File: config.mk
export PLATFORM = sky130hd
export DESIGN_NAME = muldiv_unit
export DESIGN_NICKNAME = d
export VERILOG_FILES = /design/src/rtl/cpu_defs.sv /design/src/rtl/md_div_step.sv /design/src/rtl/muldiv_unit.sv
export SDC_FILE = /design/constraint.sdc
export NUM_CORES = 1
export LEC_CHECK = 0
export CORE_MARGIN = 2
export CORE_UTILIZATION = 52
export CTS_CLUSTER_SIZE = 30
export DETAILED_ROUTE_END_ITERATION = 6
export PLACE_DENSITY = 0.73
export SETUP_SLACK_MARGIN = 0.4
export SLEW_MARGIN = 15
export SYNTH_ARGS = -nofsm -noshare
export SYNTH_HDL_FRONTEND = slang
export SYNTH_SLANG_ARGS = --single-unit
File: constraint.sdc
create_clock -name clk -period 10.92 [get_ports clk]
set_input_delay 2.184 -clock clk [delete_from_list [all_inputs] [get_ports clk]]
set_output_delay 2.184 -clock clk [all_outputs]
set_load 0.01 [all_outputs]
File: src/rtl/cpu_defs.sv
// Shared EX-stage definitions for the multiply/divide unit: opcodes, FSM
// state encodings and the step-size legality helper.
package cpu_defs;

    typedef enum logic [2:0] {
        MD_MULTU = 3'b000,
        MD_MULT  = 3'b001,
        MD_DIVU  = 3'b010,
        MD_DIV   = 3'b011,
        MD_MADDU = 3'b100,
        MD_MADD  = 3'b101,
        MD_MSUBU = 3'b110,
        MD_MSUB  = 3'b111
    } md_op_e;

    localparam logic [2:0] S_IDLE = 3'd0;
    localparam logic [2:0] S_MUL  = 3'd1;
    localparam logic [2:0] S_DIV  = 3'd2;
    localparam logic [2:0] S_FIX  = 3'd3;
    localparam logic [2:0] S_DONE = 3'd4;

    typedef enum logic [2:0] {
        ST_IDLE = S_IDLE,
        ST_MUL  = S_MUL,
        ST_DIV  = S_DIV,
        ST_FIX  = S_FIX,
        ST_DONE = S_DONE
    } md_state_e;

    // Bit n set means a step of n bits per cycle is supported.
    localparam int MUL_STEP_LEGAL_MASK = 32'h0000_0016;
    localparam int DIV_STEP_LEGAL_MASK = 32'h0000_0006;

    function automatic logic md_step_legal(input int step, input int width, input int mask);
        logic [31:0] mask_v;
        mask_v = mask;
        if ((step < 1) || (step > 31)) begin
            return 1'b0;
        end else begin
            return mask_v[step] && ((width % step) == 0);
        end
    endfunction

endpackage

File: src/rtl/md_div_step.sv
// One combinational restoring-divide iteration retiring STEP quotient bits,
// most significant dividend bit first.
module md_div_step #(
    parameter int WIDTH = 32,
    parameter int STEP  = 1
) (
    input  logic [WIDTH-1:0] rem_in,
    input  logic [STEP-1:0]  dvd_bits,
    input  logic [WIDTH-1:0] divisor,
    output logic [WIDTH-1:0] rem_out,
    output logic [STEP-1:0]  quo_bits
);

    logic [WIDTH-1:0] rem_s;
    logic [WIDTH:0]   trial_s;
    logic [WIDTH:0]   diff_s;

    // Partial remainder stays below the divisor, so the trial value fits in
    // WIDTH+1 bits and the top bit of the difference is the borrow.
    always_comb begin
        rem_s    = rem_in;
        trial_s  = {(WIDTH+1){1'b0}};
        diff_s   = {(WIDTH+1){1'b0}};
        quo_bits = {STEP{1'b0}};
        for (int i = STEP - 1; i >= 0; i--) begin
            trial_s = {rem_s, dvd_bits[i]};
            diff_s  = trial_s - {1'b0, divisor};
            if (!diff_s[WIDTH]) begin
                rem_s       = diff_s[WIDTH-1:0];
                quo_bits[i] = 1'b1;
            end else begin
                rem_s       = trial_s[WIDTH-1:0];
            end
        end
        rem_out = rem_s;
    end

endmodule

File: src/rtl/muldiv_unit.sv
// Iterative multiply/divide unit for the EX stage. A single 2*WIDTH shift
// register carries the shift-add product or the remainder/quotient pair.
module muldiv_unit #(
    parameter int WIDTH    = 32,
    parameter int MUL_STEP = 2,
    parameter int DIV_STEP = 1
) (
    input  logic             clk,
    input  logic             rst,
    input  logic             flush,
    input  logic             in_valid,
    output logic             in_ready,
    input  logic [2:0]       op,
    input  logic [WIDTH-1:0] srca,
    input  logic [WIDTH-1:0] srcb,
    input  logic [WIDTH-1:0] in_hi,
    input  logic [WIDTH-1:0] in_lo,
    output logic             out_valid,
    input  logic             out_ready,
    output logic [WIDTH-1:0] hi,
    output logic [WIDTH-1:0] lo,
    output logic             busy,
    output logic             div_by_zero
);

    import cpu_defs::*;

    localparam int NM    = WIDTH / MUL_STEP;
    localparam int ND    = WIDTH / DIV_STEP;
    localparam int CNT_W = $clog2((NM > ND) ? NM : ND) + 1;
    localparam logic [CNT_W-1:0] CNT_ZERO  = CNT_W'(0);
    localparam logic [CNT_W-1:0] CNT_ONE   = CNT_W'(1);
    localparam logic [CNT_W-1:0] CNT_MUL_N = CNT_W'(NM - 1);
    localparam logic [CNT_W-1:0] CNT_DIV_N = CNT_W'(ND - 1);

    if ((WIDTH % 2) != 0) begin : g_bad_width
        $fatal(1, "muldiv_unit: WIDTH must be even");
    end
    if (!md_step_legal(MUL_STEP, WIDTH, MUL_STEP_LEGAL_MASK)) begin : g_bad_mul_step
        $fatal(1, "muldiv_unit: MUL_STEP must be 1, 2 or 4 and divide WIDTH");
    end
    if (!md_step_legal(DIV_STEP, WIDTH, DIV_STEP_LEGAL_MASK)) begin : g_bad_div_step
        $fatal(1, "muldiv_unit: DIV_STEP must be 1 or 2 and divide WIDTH");
    end

    logic [2:0]           state_r;
    logic [2:0]           next_state_s;
    logic [CNT_W-1:0]     cnt_r;
    logic [2*WIDTH-1:0]   p_r;
    logic [2*WIDTH-1:0]   acc_r;
    logic [WIDTH-1:0]     mag_a_r;
    logic [WIDTH-1:0]     mag_b_r;
    logic                 div_r;
    logic                 acc_mode_r;
    logic                 sub_r;
    logic                 neg_res_r;
    logic                 neg_rem_r;
    logic                 dbz_r;
    logic [WIDTH-1:0]     hi_r;
    logic [WIDTH-1:0]     lo_r;
    logic                 div_by_zero_r;
    logic                 out_valid_r;
    logic                 busy_r;

    logic                 in_ready_s;
    logic                 accept_s;
    logic                 is_div_in_s;
    logic                 dbz_in_s;
    logic                 sign_a_s;
    logic                 sign_b_s;
    logic [WIDTH-1:0]     mag_a_s;
    logic [WIDTH-1:0]     mag_b_s;
    logic [MUL_STEP-1:0]  digit_s;
    logic [WIDTH+MUL_STEP-1:0] pp_s;
    logic [WIDTH+MUL_STEP-1:0] sum_s;
    logic [2*WIDTH-1:0]   mul_next_s;
    logic [2*WIDTH-1:0]   div_next_s;
    logic [WIDTH-1:0]     div_rem_s;
    logic [DIV_STEP-1:0]  div_quo_s;
    logic [2*WIDTH-1:0]   prod_s;
    logic [WIDTH-1:0]     quo_fix_s;
    logic [WIDTH-1:0]     rem_fix_s;
    logic [2*WIDTH-1:0]   fix_s;

    // Request decode: acceptance, operation class and operand magnitudes.
    always_comb begin
        in_ready_s  = (state_r == S_IDLE) && !flush;
        accept_s    = in_valid && in_ready_s;
        is_div_in_s = (op == MD_DIVU) || (op == MD_DIV);
        dbz_in_s    = is_div_in_s && (srcb == {WIDTH{1'b0}});
        sign_a_s    = op[0] && srca[WIDTH-1];
        sign_b_s    = op[0] && srcb[WIDTH-1];
        if (sign_a_s) begin
            mag_a_s = -srca;
        end else begin
            mag_a_s = srca;
        end
        if (sign_b_s) begin
            mag_b_s = -srcb;
        end else begin
            mag_b_s = srcb;
        end
    end

    // Shift-add multiply step: low half of p_r holds the remaining multiplier.
    always_comb begin
        digit_s = p_r[MUL_STEP-1:0];
        pp_s    = {(WIDTH+MUL_STEP){1'b0}};
        for (int i = 0; i < MUL_STEP; i++) begin
            if (digit_s[i]) begin
                pp_s = pp_s + ({{MUL_STEP{1'b0}}, mag_a_r} << i);
            end else begin
                pp_s = pp_s;
            end
        end
        sum_s      = {{MUL_STEP{1'b0}}, p_r[2*WIDTH-1:WIDTH]} + pp_s;
        mul_next_s = {sum_s, p_r[WIDTH-1:MUL_STEP]};
    end

    md_div_step #(
        .WIDTH (WIDTH),
        .STEP  (DIV_STEP)
    ) u_div_step (
        .rem_in   (p_r[2*WIDTH-1:WIDTH]),
        .dvd_bits (p_r[WIDTH-1 -: DIV_STEP]),
        .divisor  (mag_b_r),
        .rem_out  (div_rem_s),
        .quo_bits (div_quo_s)
    );

    assign div_next_s = {div_rem_s, p_r[WIDTH-DIV_STEP-1:0], div_quo_s};

    // Sign correction and accumulate; the sums wrap modulo 2^(2*WIDTH).
    always_comb begin
        if (neg_res_r) begin
            prod_s    = -p_r;
            quo_fix_s = -p_r[WIDTH-1:0];
        end else begin
            prod_s    = p_r;
            quo_fix_s = p_r[WIDTH-1:0];
        end
        if (neg_rem_r) begin
            rem_fix_s = -p_r[2*WIDTH-1:WIDTH];
        end else begin
            rem_fix_s = p_r[2*WIDTH-1:WIDTH];
        end
        if (dbz_r) begin
            fix_s = p_r;
        end else if (div_r) begin
            fix_s = {rem_fix_s, quo_fix_s};
        end else if (acc_mode_r) begin
            if (sub_r) begin
                fix_s = acc_r - prod_s;
            end else begin
                fix_s = acc_r + prod_s;
            end
        end else begin
            fix_s = prod_s;
        end
    end

    // Next-state logic; flush aborts from every non-idle state.
    always_comb begin
        next_state_s = state_r;
        case (state_r)
            S_IDLE: begin
                if (accept_s) begin
                    if (dbz_in_s) begin
                        next_state_s = S_FIX;
                    end else if (is_div_in_s) begin
                        next_state_s = S_DIV;
                    end else begin
                        next_state_s = S_MUL;
                    end
                end else begin
                    next_state_s = S_IDLE;
                end
            end
            S_MUL, S_DIV: begin
                if (flush) begin
                    next_state_s = S_IDLE;
                end else if (cnt_r == CNT_ZERO) begin
                    next_state_s = S_FIX;
                end else begin
                    next_state_s = state_r;
                end
            end
            S_FIX: begin
                if (flush) begin
                    next_state_s = S_IDLE;
                end else begin
                    next_state_s = S_DONE;
                end
            end
            S_DONE: begin
                if (flush || out_ready) begin
                    next_state_s = S_IDLE;
                end else begin
                    next_state_s = S_DONE;
                end
            end
            default: next_state_s = S_IDLE;
        endcase
    end

    // Control registers: state, iteration counter and registered status.
    always_ff @(posedge clk or negedge rst) begin
        if (!rst) begin
            state_r     <= S_IDLE;
            cnt_r       <= CNT_ZERO;
            out_valid_r <= 1'b0;
            busy_r      <= 1'b0;
        end else begin
            state_r     <= next_state_s;
            out_valid_r <= (next_state_s == S_DONE);
            busy_r      <= (next_state_s != S_IDLE);
            if (accept_s) begin
                cnt_r <= is_div_in_s ? CNT_DIV_N : CNT_MUL_N;
            end else if ((state_r == S_MUL) || (state_r == S_DIV)) begin
                cnt_r <= cnt_r - CNT_ONE;
            end else begin
                cnt_r <= cnt_r;
            end
        end
    end

    // Operand capture at acceptance, then the shared shift register iterates.
    always_ff @(posedge clk or negedge rst) begin
        if (!rst) begin
            mag_a_r    <= {WIDTH{1'b0}};
            mag_b_r    <= {WIDTH{1'b0}};
            acc_r      <= {(2*WIDTH){1'b0}};
            p_r        <= {(2*WIDTH){1'b0}};
            div_r      <= 1'b0;
            acc_mode_r <= 1'b0;
            sub_r      <= 1'b0;
            neg_res_r  <= 1'b0;
            neg_rem_r  <= 1'b0;
            dbz_r      <= 1'b0;
        end else if (accept_s) begin
            mag_a_r    <= mag_a_s;
            mag_b_r    <= mag_b_s;
            acc_r      <= {in_hi, in_lo};
            div_r      <= is_div_in_s;
            acc_mode_r <= op[2];
            sub_r      <= op[2] && op[1];
            neg_res_r  <= sign_a_s ^ sign_b_s;
            neg_rem_r  <= sign_a_s;
            dbz_r      <= dbz_in_s;
            if (dbz_in_s) begin
                p_r <= {srca, {WIDTH{1'b1}}};
            end else if (is_div_in_s) begin
                p_r <= {{WIDTH{1'b0}}, mag_a_s};
            end else begin
                p_r <= {{WIDTH{1'b0}}, mag_b_s};
            end
        end else if (state_r == S_MUL) begin
            p_r <= mul_next_s;
        end else if (state_r == S_DIV) begin
            p_r <= div_next_s;
        end else begin
            p_r <= p_r;
        end
    end

    // Result registers load only in FIX, so hi/lo hold through DONE and aborts.
    always_ff @(posedge clk or negedge rst) begin
        if (!rst) begin
            hi_r          <= {WIDTH{1'b0}};
            lo_r          <= {WIDTH{1'b0}};
            div_by_zero_r <= 1'b0;
        end else if ((state_r == S_FIX) && !flush) begin
            hi_r          <= fix_s[2*WIDTH-1:WIDTH];
            lo_r          <= fix_s[WIDTH-1:0];
            div_by_zero_r <= dbz_r;
        end else begin
            hi_r          <= hi_r;
            lo_r          <= lo_r;
            div_by_zero_r <= div_by_zero_r;
        end
    end

    assign in_ready    = in_ready_s;
    assign out_valid   = out_valid_r;
    assign busy        = busy_r;
    assign hi          = hi_r;
    assign lo          = lo_r;
    assign div_by_zero = div_by_zero_r;

endmodule

* After elaboration in Yosys (flattened, before gate mapping)
Cells that the tools add are included.
** Word-level totals
- Word-level logic and storage cells :: 83
- Output and inout bits :: 68
- Bits in registers :: 274
** Cells by class
- $add $sub $neg :: 11
- Multiplexer cells :: 29
- Bitwise operators :: 1
- Equality and inequality tests :: 7
- Reduce and logical (&&, ||, !) cells :: 18
** Operators by type and width (count)
- $mux W64 :: 9
- $mux W32 :: 7
- $neg A32 Y32 :: 4
- $add A64 B64 Y64 :: 1
- $neg A64 Y64 :: 1
- $sub A64 B64 Y64 :: 1
- $add A32 B34 Y34 :: 1
- $add A34 B33 Y34 :: 1
- $mux W34 :: 1
- $sub A33 B32 Y33 :: 1
- $logic_not A32 Y1 :: 1
- $mux W3 :: 5
- $eq A3 B2 Y1 const B :: 4
- $mux W6 :: 2
- $pmux W3 S4 :: 1
- $logic_and A1 B1 Y1 :: 7
- $eq A3 B3 Y1 const B :: 2
- $logic_not A6 Y1 :: 1
- $reduce_bool A3 Y1 :: 2
- $sub A6 B1 Y6 const B :: 1
- $mux W5 :: 1
- $mux W2 :: 2
- $eq A3 B1 Y1 const B :: 1
- $logic_not A3 Y1 :: 1
- 6 further kinds :: 8

* Logic depth before layout (Yosys ltp)
Gate-level depths: netlist of the first run.
- Depth in word-level cells :: 7
- Gate-level depth with buffers :: 32
- Mapped depth without buffers :: 30

* Cells and area by module
From an unflattened synthesis of the first run, not the netlist that was laid out.
** Second synthesis, totals
- Cell total of the unflattened synthesis :: 3733
- Area, all modules :: 27744.1 µm²
** Modules (own cells, without submodules)
- muldiv_unit :: times used 1, sequential area each 6856.6 µm², area an instance 25385.6 µm², cells an instance 3428
- md_div_step :: times used 1, sequential area each 0.0 µm², area an instance 2358.5 µm², cells an instance 305

* Worst setup path before layout of the first run
OpenSTA, ideal clock, no wires.
- Path kind :: register to register
- From :: register p_r[1]
- To :: register hi_r[27], in the netlist hi[27]
- Cell stages (with the launch flop) :: 31
- Data arrival time :: 6465 ps
- Buffers on the path :: 4
- Slack :: 4319 ps
- Setup time :: 136 ps
- Path through :: dfrtp_1 > clkbuf_1 > clkinv_1 > buf_1 > ha_1 > buf_4 > nor2b_1 > nand4_1 > nor4_1 > mux2_2 > a22oi_1 > o2111a_1 > and2_1 > buf_2 > nor2b_1 > nor2b_1 > a41oi_1 > xor2_1 > ha_1 > a21oi_1 > o21ai_0 > a211oi_1 > nor3_1 > a311oi_1 > o311ai_0 > a31o_2 > a211o_1 > a311oi_1 > a211oi_1 > a21oi_1 > o21ai_0
** On the way
- Longest elaborated chain between the ends :: 7
- Elaborated cells between the ends (all ways) :: 8
** RTL lines
- start, declared :: RTL line muldiv_unit.sv:49 : logic [2*WIDTH-1:0] p_r;
- start signal, assigned :: RTL line muldiv_unit.sv:233 : p_r <= {(2*WIDTH){1'b0}};
- start signal, assigned :: RTL line muldiv_unit.sv:251 : p_r <= {srca, {WIDTH{1'b1}}};
- start signal, assigned :: RTL line muldiv_unit.sv:253 : p_r <= {{WIDTH{1'b0}}, mag_a_s};
- $neg A64 Y64 :: RTL line muldiv_unit.sv:136 : prod_s = -p_r;
- $mux W64 (*) :: RTL line muldiv_unit.sv:135 : if (neg_res_r) begin
- $add A64 B64 Y64 or $sub A64 B64 Y64 (tied branches) :: RTL line muldiv_unit.sv:155, muldiv_unit.sv:153
- $mux W64 :: RTL line muldiv_unit.sv:152 : if (sub_r) begin
- $mux W64 (*) :: RTL line muldiv_unit.sv:151 : end else if (acc_mode_r) begin
- $mux W64 (*) :: RTL line muldiv_unit.sv:149 : end else if (div_r) begin
- $mux W64 (*) :: RTL line muldiv_unit.sv:147 : if (dbz_r) begin
- end signal, assigned :: RTL line muldiv_unit.sv:269 : hi_r <= {WIDTH{1'b0}};
- end signal, assigned :: RTL line muldiv_unit.sv:273 : hi_r <= fix_s[2*WIDTH-1:WIDTH];
- end signal, assigned :: RTL line muldiv_unit.sv:277 : hi_r <= hi_r;
- end, declared :: RTL line muldiv_unit.sv:59 : logic [WIDTH-1:0] hi_r;
Every way passes the cells marked *; elsewhere a longest branch is shown, timed or not.
A chain may end at the register's enable or synchronous reset.

* Final worst setup path of the first run
- From :: register neg_res_r
- To :: register hi_r[31], in the netlist hi[31]
** On the way
- Longest elaborated chain between the ends :: 6
- Elaborated cells between the ends (all ways) :: 7
** RTL lines
- start, declared :: RTL line muldiv_unit.sv:56 : logic neg_res_r;
- start signal, assigned :: RTL line muldiv_unit.sv:247 : neg_res_r <= sign_a_s ^ sign_b_s;
- $mux W64 (*) :: RTL line muldiv_unit.sv:135
- $add A64 B64 Y64 or $sub A64 B64 Y64 (tied branches) :: RTL line muldiv_unit.sv:155, muldiv_unit.sv:153
- $mux W64 :: RTL line muldiv_unit.sv:152
- $mux W64 (*) :: RTL line muldiv_unit.sv:151
- $mux W64 (*) :: RTL line muldiv_unit.sv:149
- $mux W64 (*) :: RTL line muldiv_unit.sv:147
Marks and branches as above.

==> results of run 1 <==
-- stage by stage --
step	hold WS, ns	setup WS [ns]	std cells	utilization, %
floorplan	0.450	4.32	3702	-
global placement	0.461	3.30	4385	56.7
detailed placement	0.469	3.14	4385	56.7
CTS	0.482	3.11	4450	59.0
global route	0.501	2.29	4450	59.0
finish	0.477	2.92	4450	59.0
-- placed cells by master, fill, tap and decap left out, types with 33 or more instances in the layout --
master / n
nand2_1: 643
a21oi_1: 359
o21ai_0: 334
dfrtp_1: 271
nor2_1: 214
clkdlybuf4s50_1: 202
ha_1: 165
xnor2_1: 158
xor2_1: 152
inv_1: 115
a21o_1: 88
nor3_1: 73
and2_1: 57
nand3_1: 56
a31oi_1: 52
a211oi_1: 40
nand4_1: 39
or3_1: 37
o31ai_1: 36
clkbuf_16: 36
nand2b_1: 33
buf_4: 33
-- cells by family after synthesis --
| group | after synthesis | share of synthesized area (%) |
|---|---|---|
| xor+xnor | 311 | 9.96 |
| simple gates | 1333 | 22.7 |
| buf+inv | 360 | 5.11 |
| compound gates | 1202 | 27.3 |
| fa+ha+maj | 169 | 7.82 |
| mux | 53 | 2.07 |
| flops | 274 | 25.0 |
-- where the power goes --
part,switching [W],internal (W)
Combinational,0.00333,0.00234
Clock,0.000503,0.000737
Sequential,0.000492,0.00127
-- cell type report --
| class | instances | area (sq um) | share of cell area (%) |
|---|---|---|---|
| Multi-Input combinational cell | 3068 | 19200 | 62.2 |
| Sequential cell | 274 | 6860 | 22.2 |
| Timing Repair Buffer | 237 | 2300 | 7.46 |
| Clock buffer | 53 | 1080 | 3.51 |
| Tap cell | 688 | 861 | 2.79 |
| Inverter | 118 | 443 | 1.43 |
| Clock inverter | 12 | 129 | 0.417 |
-- worst max-delay path: stages, from the launching register on --
cell      delay [ns]
dfrtp_2         0.34
buf_4           0.62
clkinv_1        0.81
a31oi_1         0.41
xnor2_1         0.21
a21boi_0        0.39
and4_1          0.31
and3_1          0.22
o2111a_1        0.21
and2_1          0.31
nor2b_1         0.25
nor2b_1         0.25
a41oi_1         0.17
xor2_1          0.21
ha_1            0.40
and2_1          0.23
nand3_1         0.19
o311ai_0        1.00
a31oi_1         0.31
a31oi_1         0.35
o22ai_1         0.16
xnor2_1         0.19
mux2i_1         0.21
nand3_1         0.08
-- synthesized netlist by cell type, types with 16 or more instances --
library cell  number
nand2_1          644
a21oi_1          359
o21ai_0          334
dfrtp_1          274
nor2_1           216
clkbuf_1         197
ha_1             165
xnor2_1          158
xor2_1           152
inv_1            115
a21o_1            89
nor3_1            73
and2_1            58
nand3_1           56
a31oi_1           52
a211oi_1          40
nand4_1           39
or3_1             37
o31ai_1           36
nand2b_1          33
nor4_1            33
nor2b_1           32
o21a_1            31
mux2_2            30
buf_1             28
o21bai_1          27
o211ai_1          26
and3_1            23
mux2i_1           23
a221o_1           22
o311ai_0          22
o22ai_1           18
a21boi_0          16
-- sequential cells by signal, summed over array words and instances, names as in the netlist, 3 cells and up --
name     count
mag_b_r     32
mag_a_r     32
cnt_r        6
lo          32
p_r         64
state_r      3
acc_r       64
hi          32
-- layer usage --
| metal | track usage (%) | vias to the layer above | wire (microns) |
|---|---|---|---|
| met2 | 52.0 | 1354 | 40400 |
| met3 | 4.69 | 193 | 8460 |
| met4 | 13.0 | 2 | 3480 |
| li1 | - | 13325 | - |
| met5 | 0 | - | 14 |
| met1 | 48.6 | 13191 | 41700 |
-- final timing paths --
kind,start,end,slack [ns],cells after the start
min,lo[11],lo[11],0.48,2
min reg2reg,lo[11],lo[11],0.48,2
min in group asynchronous,rst,acc_r[10],1.59,1
max reg2reg,neg_res_r,hi[31],2.92,23
max,neg_res_r,hi[31],2.92,23
max in group asynchronous,rst,neg_res_r,7.86,2
==> impl_metrics.ini, run 1 <==
[timing]
fin_tns_setup_ns = 0
fmax_mhz = 125
max-slew-margin-rel_pct = 24.9
skew_ns = 0.0319
period_needed_ns = 8.00
setup_violations = 0
worst_slew_pin_slew_ns = 1.11
fin_crit_sh_pct = 73.3
slew_violations = 0
grt_setup_unrepaired = no
hold_violations = 0

[worst_hold_path]
min_path_type = reg2reg

[logic_synthesis]
async_flop_share_pct = 100
synth_nets = 4007
synth.area.top_cells = dfrtp_1, nand2_1, ha_1, a21oi_1, o21ai_0
synth-edff-count = 0
synth_cells = 3702
netlist_area_sq_mm = 0.0274
syn_area_per_cell_sq_um = 7.41
ys_ff_latch = 274
synth_ff_type = dfrtp_1
yosys.cell_types.count = 92
yosysTopAreaCell = dfrtp_1
yosysTopAreaCellShare_pct = 25.0
ys_warn_count = 0
ys_seq_area_share_pct = 25.0

[place]
place_area_sq_mm = 0.0297
gp_congestion = 0.983
dp_hpwl_mm = 70.8
numPortBuffers = 203

[cts]
cts_tree = done
clock_sinks = 274
cts_setup_buffers = 0
clk_latency_ns = 0.58
cts-root-buf = clkbuf_16
path_clk_slew_ns = 0.06
h-tree-depth = 2
clockBufferDepth = 3
holdBufCountCts = 0
ctsResizeCount = 0
numCtsBuffers = 36

[grt]
grt-ovfl-total = 0
grt_use_total_pct = 34.0
grt_pass1_wl_mm = 147
grt_pass1_vias = 26035
antenna_found_initial = 1
grt_max_degree = 147

[die]
initial_core_util_pct = 52.4
die_w_microns = 234
die_h_microns = 234
fp-row-count = 84
fp.coreArea_sq_mm = 0.0523
io_pins = 204
die_area_sq_mm = 0.0546

[finish]
fillerInstances = 4896
antenna_cells = 0
layout-drive-gt1-share_pct = 4.92
final_area_sq_mm = 0.0309
area.growth.synth_to_final_pct = 12.6
final_nets = 4040

[route]
final_antenna_net_count = 0
drc_errors = 0
via_per_inst = 6.31
wirelength_mm = 94.0
drt_pass1_iterations = 5
dr.first_iter.drc_count = 3160
dr_total_vias = 28065
routedWlPerCell_microns = 21.1

[job]
max_cap_violations = 0

[power]
p_per_area_mw_per_mm2 = 281
power.leakage_nw = 13.4
power_w = 0.00867
peakVddDrop_mv = 0.152

[outcome]
status = finished, final reports clean

[critical_path]
critPathMaxFanout = 81
crit_type = reg2reg
worstPathRequired_ns = 11.35
worstSetupEndpointType = register
crit_arrival_ns = 8.44
critPathLaunchType = register
Power figures use the tool's default switching activity.
==> run 2: changes to the inputs <==
==> constraint.sdc (replaced) <==
create_clock -name clk -period 7.88 [get_ports clk]
set_input_delay 1.576 -clock clk [delete_from_list [all_inputs] [get_ports clk]]
set_output_delay 1.576 -clock clk [all_outputs]
set_load 0.01 [all_outputs]
==> run 2 against run 1 <==
Effect of this change:
- the flow now finishes with violations (DRC)
- core utilization is 0.28 points higher
- routed wire length up 1.6%
- sequential share of layout area fell by 0.11 points
- combinational power is 40% higher
- global-route usage up 0.61 points
- critical path type unchanged
==> impl_metrics.ini, run 2 (synthesized netlist as in run 1, its figures left out) <==
[outcome]
status = complete, but fails checks
violations = DRC

[timing]
fin_ws_ns = 0.922
fin_crit_sh_pct = 88.3
grt_setup_unrepaired = no
setup_violations = 0
period_needed_ns = 6.96
hold_violations = 0
fin_hold_ws_ns = 0.477
fmax_mhz = 144
skew_ns = 0.0458
slew_violations = 0
fin_tns_setup_ns = 0
worst_slew_pin_slew_ns = 1.26
max-slew-margin-rel_pct = 15.5

[route]
routedWlPerCell_microns = 21.4
drc_errors = 4
dr.first_iter.drc_count = 3022
drt_pass1_iterations = 7
wirelength_mm = 95.5
dr_total_vias = 28038
final_antenna_net_count = 0
via_per_inst = 6.28

[finish]
instances_no_fill = 4463
final_area_sq_mm = 0.0310
final_nets = 4053
top_regs = acc_r: 64 flops, p_r: 64 flops
area.growth.synth_to_final_pct = 13.2
final_common_cell = nand2_1
layout-drive-gt1-share_pct = 5.33
most-common-layout-cells = nand2_1, a21oi_1, o21ai_0, dfrtp_1, nor2_1
fillerInstances = 4968

[grt]
grt_max_degree = 107
grt_pass1_wl_mm = 149
grt_use_total_pct = 34.7
grt-ovfl-total = 0
grt_pass1_vias = 26078
antenna_found_initial = 2

[critical_path]
r2r-end = hi[27]
crit_type = reg2reg
worstSetupEndpointType = register
crit_arrival_ns = 7.38
critPathLaunchType = register
critPathMaxFanout = 12
ff2ff_path_depth = 25
worstPathRequired_ns = 8.30
r2r_start = p_r[2]
r2r_setup_slack_ns = 0.92

[die]
fp-row-count = 84
die_area_sq_mm = 0.0546
io_pins = 204
die_h_microns = 234
initial_core_util_pct = 52.4
die_w_microns = 234
fp.coreArea_sq_mm = 0.0523

[power]
p_clk_share_pct = 14.3
power.leakage_nw = 13.5
peakVddDrop_mv = 0.177
internal-power_w = 0.00607
switching_share_pct = 49.9
p_sw_w = 0.00604
seq_power_share_pct = 19.9
p_comb_share_pct = 65.8
p_per_area_mw_per_mm2 = 390

[cts]
clk_latency_ns = 0.58
cts-root-buf = clkbuf_16
holdBufCountCts = 0
path_clk_slew_ns = 0.06
clockBufferDepth = 3
h-tree-depth = 2
numCtsBuffers = 36
clock_sinks = 274
cts_tree = done

[worst_hold_path]
hp-start = lo[16]
whs_endpoint = lo[16]
worstHoldPathCells = 2
min_path_type = reg2reg

[place]
dp_slack_ns = 0.547
numPortBuffers = 203
gp_congestion = 0.972
place_area_sq_mm = 0.0297
dp_hpwl_mm = 71.9
dp_cells = 4394

[job]
max_cap_violations = 0
[run 2: cell types whose count changed in the layout (fill, tap and decap cells not counted), moves of 2 or more]
cell        previous run  this run
clkbuf_8              12         7
clkinvlp_4             0         2
buf_4                 33        45
clkinv_4               0         2
clkbuf_1               5         7
bufinv_16              2         4
clkinv_2               7         5
[run 2: cell type report]
type                            count  area (sq um)  share of cell area [%]
Antenna cell                        1          2.50                 0.00806
Timing Repair Buffer              250          2410                    7.75
Multi-Input combinational cell   3068         19200                    62.0
Clock inverter                     14           195                   0.629
Sequential cell                   274          6860                    22.1
Clock buffer                       50          1020                    3.30
Tap cell                          688           861                    2.77
Inverter                          118           447                    1.44
[run 2: worst max path at each step]
stage,start,end,slack (ns),depth (start not counted)
after detailed placement,p_r[2],hi[31],0.55,23
final,p_r[2],hi[27],0.92,25
after global placement,p_r[1],hi[27],0.73,26
after CTS,p_r[2],hi[31],0.52,23
after global routing,p_r[2],hi[23],0.40,25
after floorplan,p_r[1],hi[27],1.28,30
[run 2: metal layers]
metal  track usage, %  share of wire, %
met1             49.4                44
met4             12.3               3.8
met5                0             0.010
met2             53.0                43
met3             5.40               9.0
[run 2: critical path, stage by stage (launching register included)]
cell	delay (ns)
dfrtp_1	0.53
or3_1	0.44
o31ai_2	0.35
xor2_1	0.33
nor4b_4	0.33
and4_1	0.27
and3_1	0.23
o2111a_1	0.22
and2_1	0.30
nor2b_1	0.26
nor2b_1	0.27
a41oi_1	0.16
xor2_1	0.20
ha_1	0.37
a21oi_1	0.17
o21ai_0	0.13
a211oi_1	0.29
nor3_1	0.08
a311oi_1	0.35
o311ai_1	0.30
a31o_2	0.33
a211o_1	0.29
a311oi_1	0.29
a211oi_1	0.08
a21oi_1	0.14
o21ai_0	0.08
[run 2: timing repair]
item                                    in CTS  in global routing
endpoints found under the setup margin       0                 13
buffers inserted                             0                  4
gates resized for setup                      0                 10
[run 2: power by group through the flow]
stage / clock [W] / combinational, W / sequential (W)
3_5_place_dp: 0 / 0.00770 / 0.00239
2_1_floorplan: 0 / 0.00595 / 0.00205
4_1_cts: 0.00175 / 0.00777 / 0.00237
3_3_place_gp: 0 / 0.00770 / 0.00239
5_1_grt: 0.00180 / 0.00874 / 0.00245
6_report: 0.00173 / 0.00796 / 0.00241
[run 2: through the flow]
step	total power (W)	util [%]
final	0.0121	59.3
after CTS	0.0119	59.1
after global placement	0.0101	56.8
after global routing	0.0130	59.3
after floorplan	0.00800	-
after detailed placement	0.0101	56.8
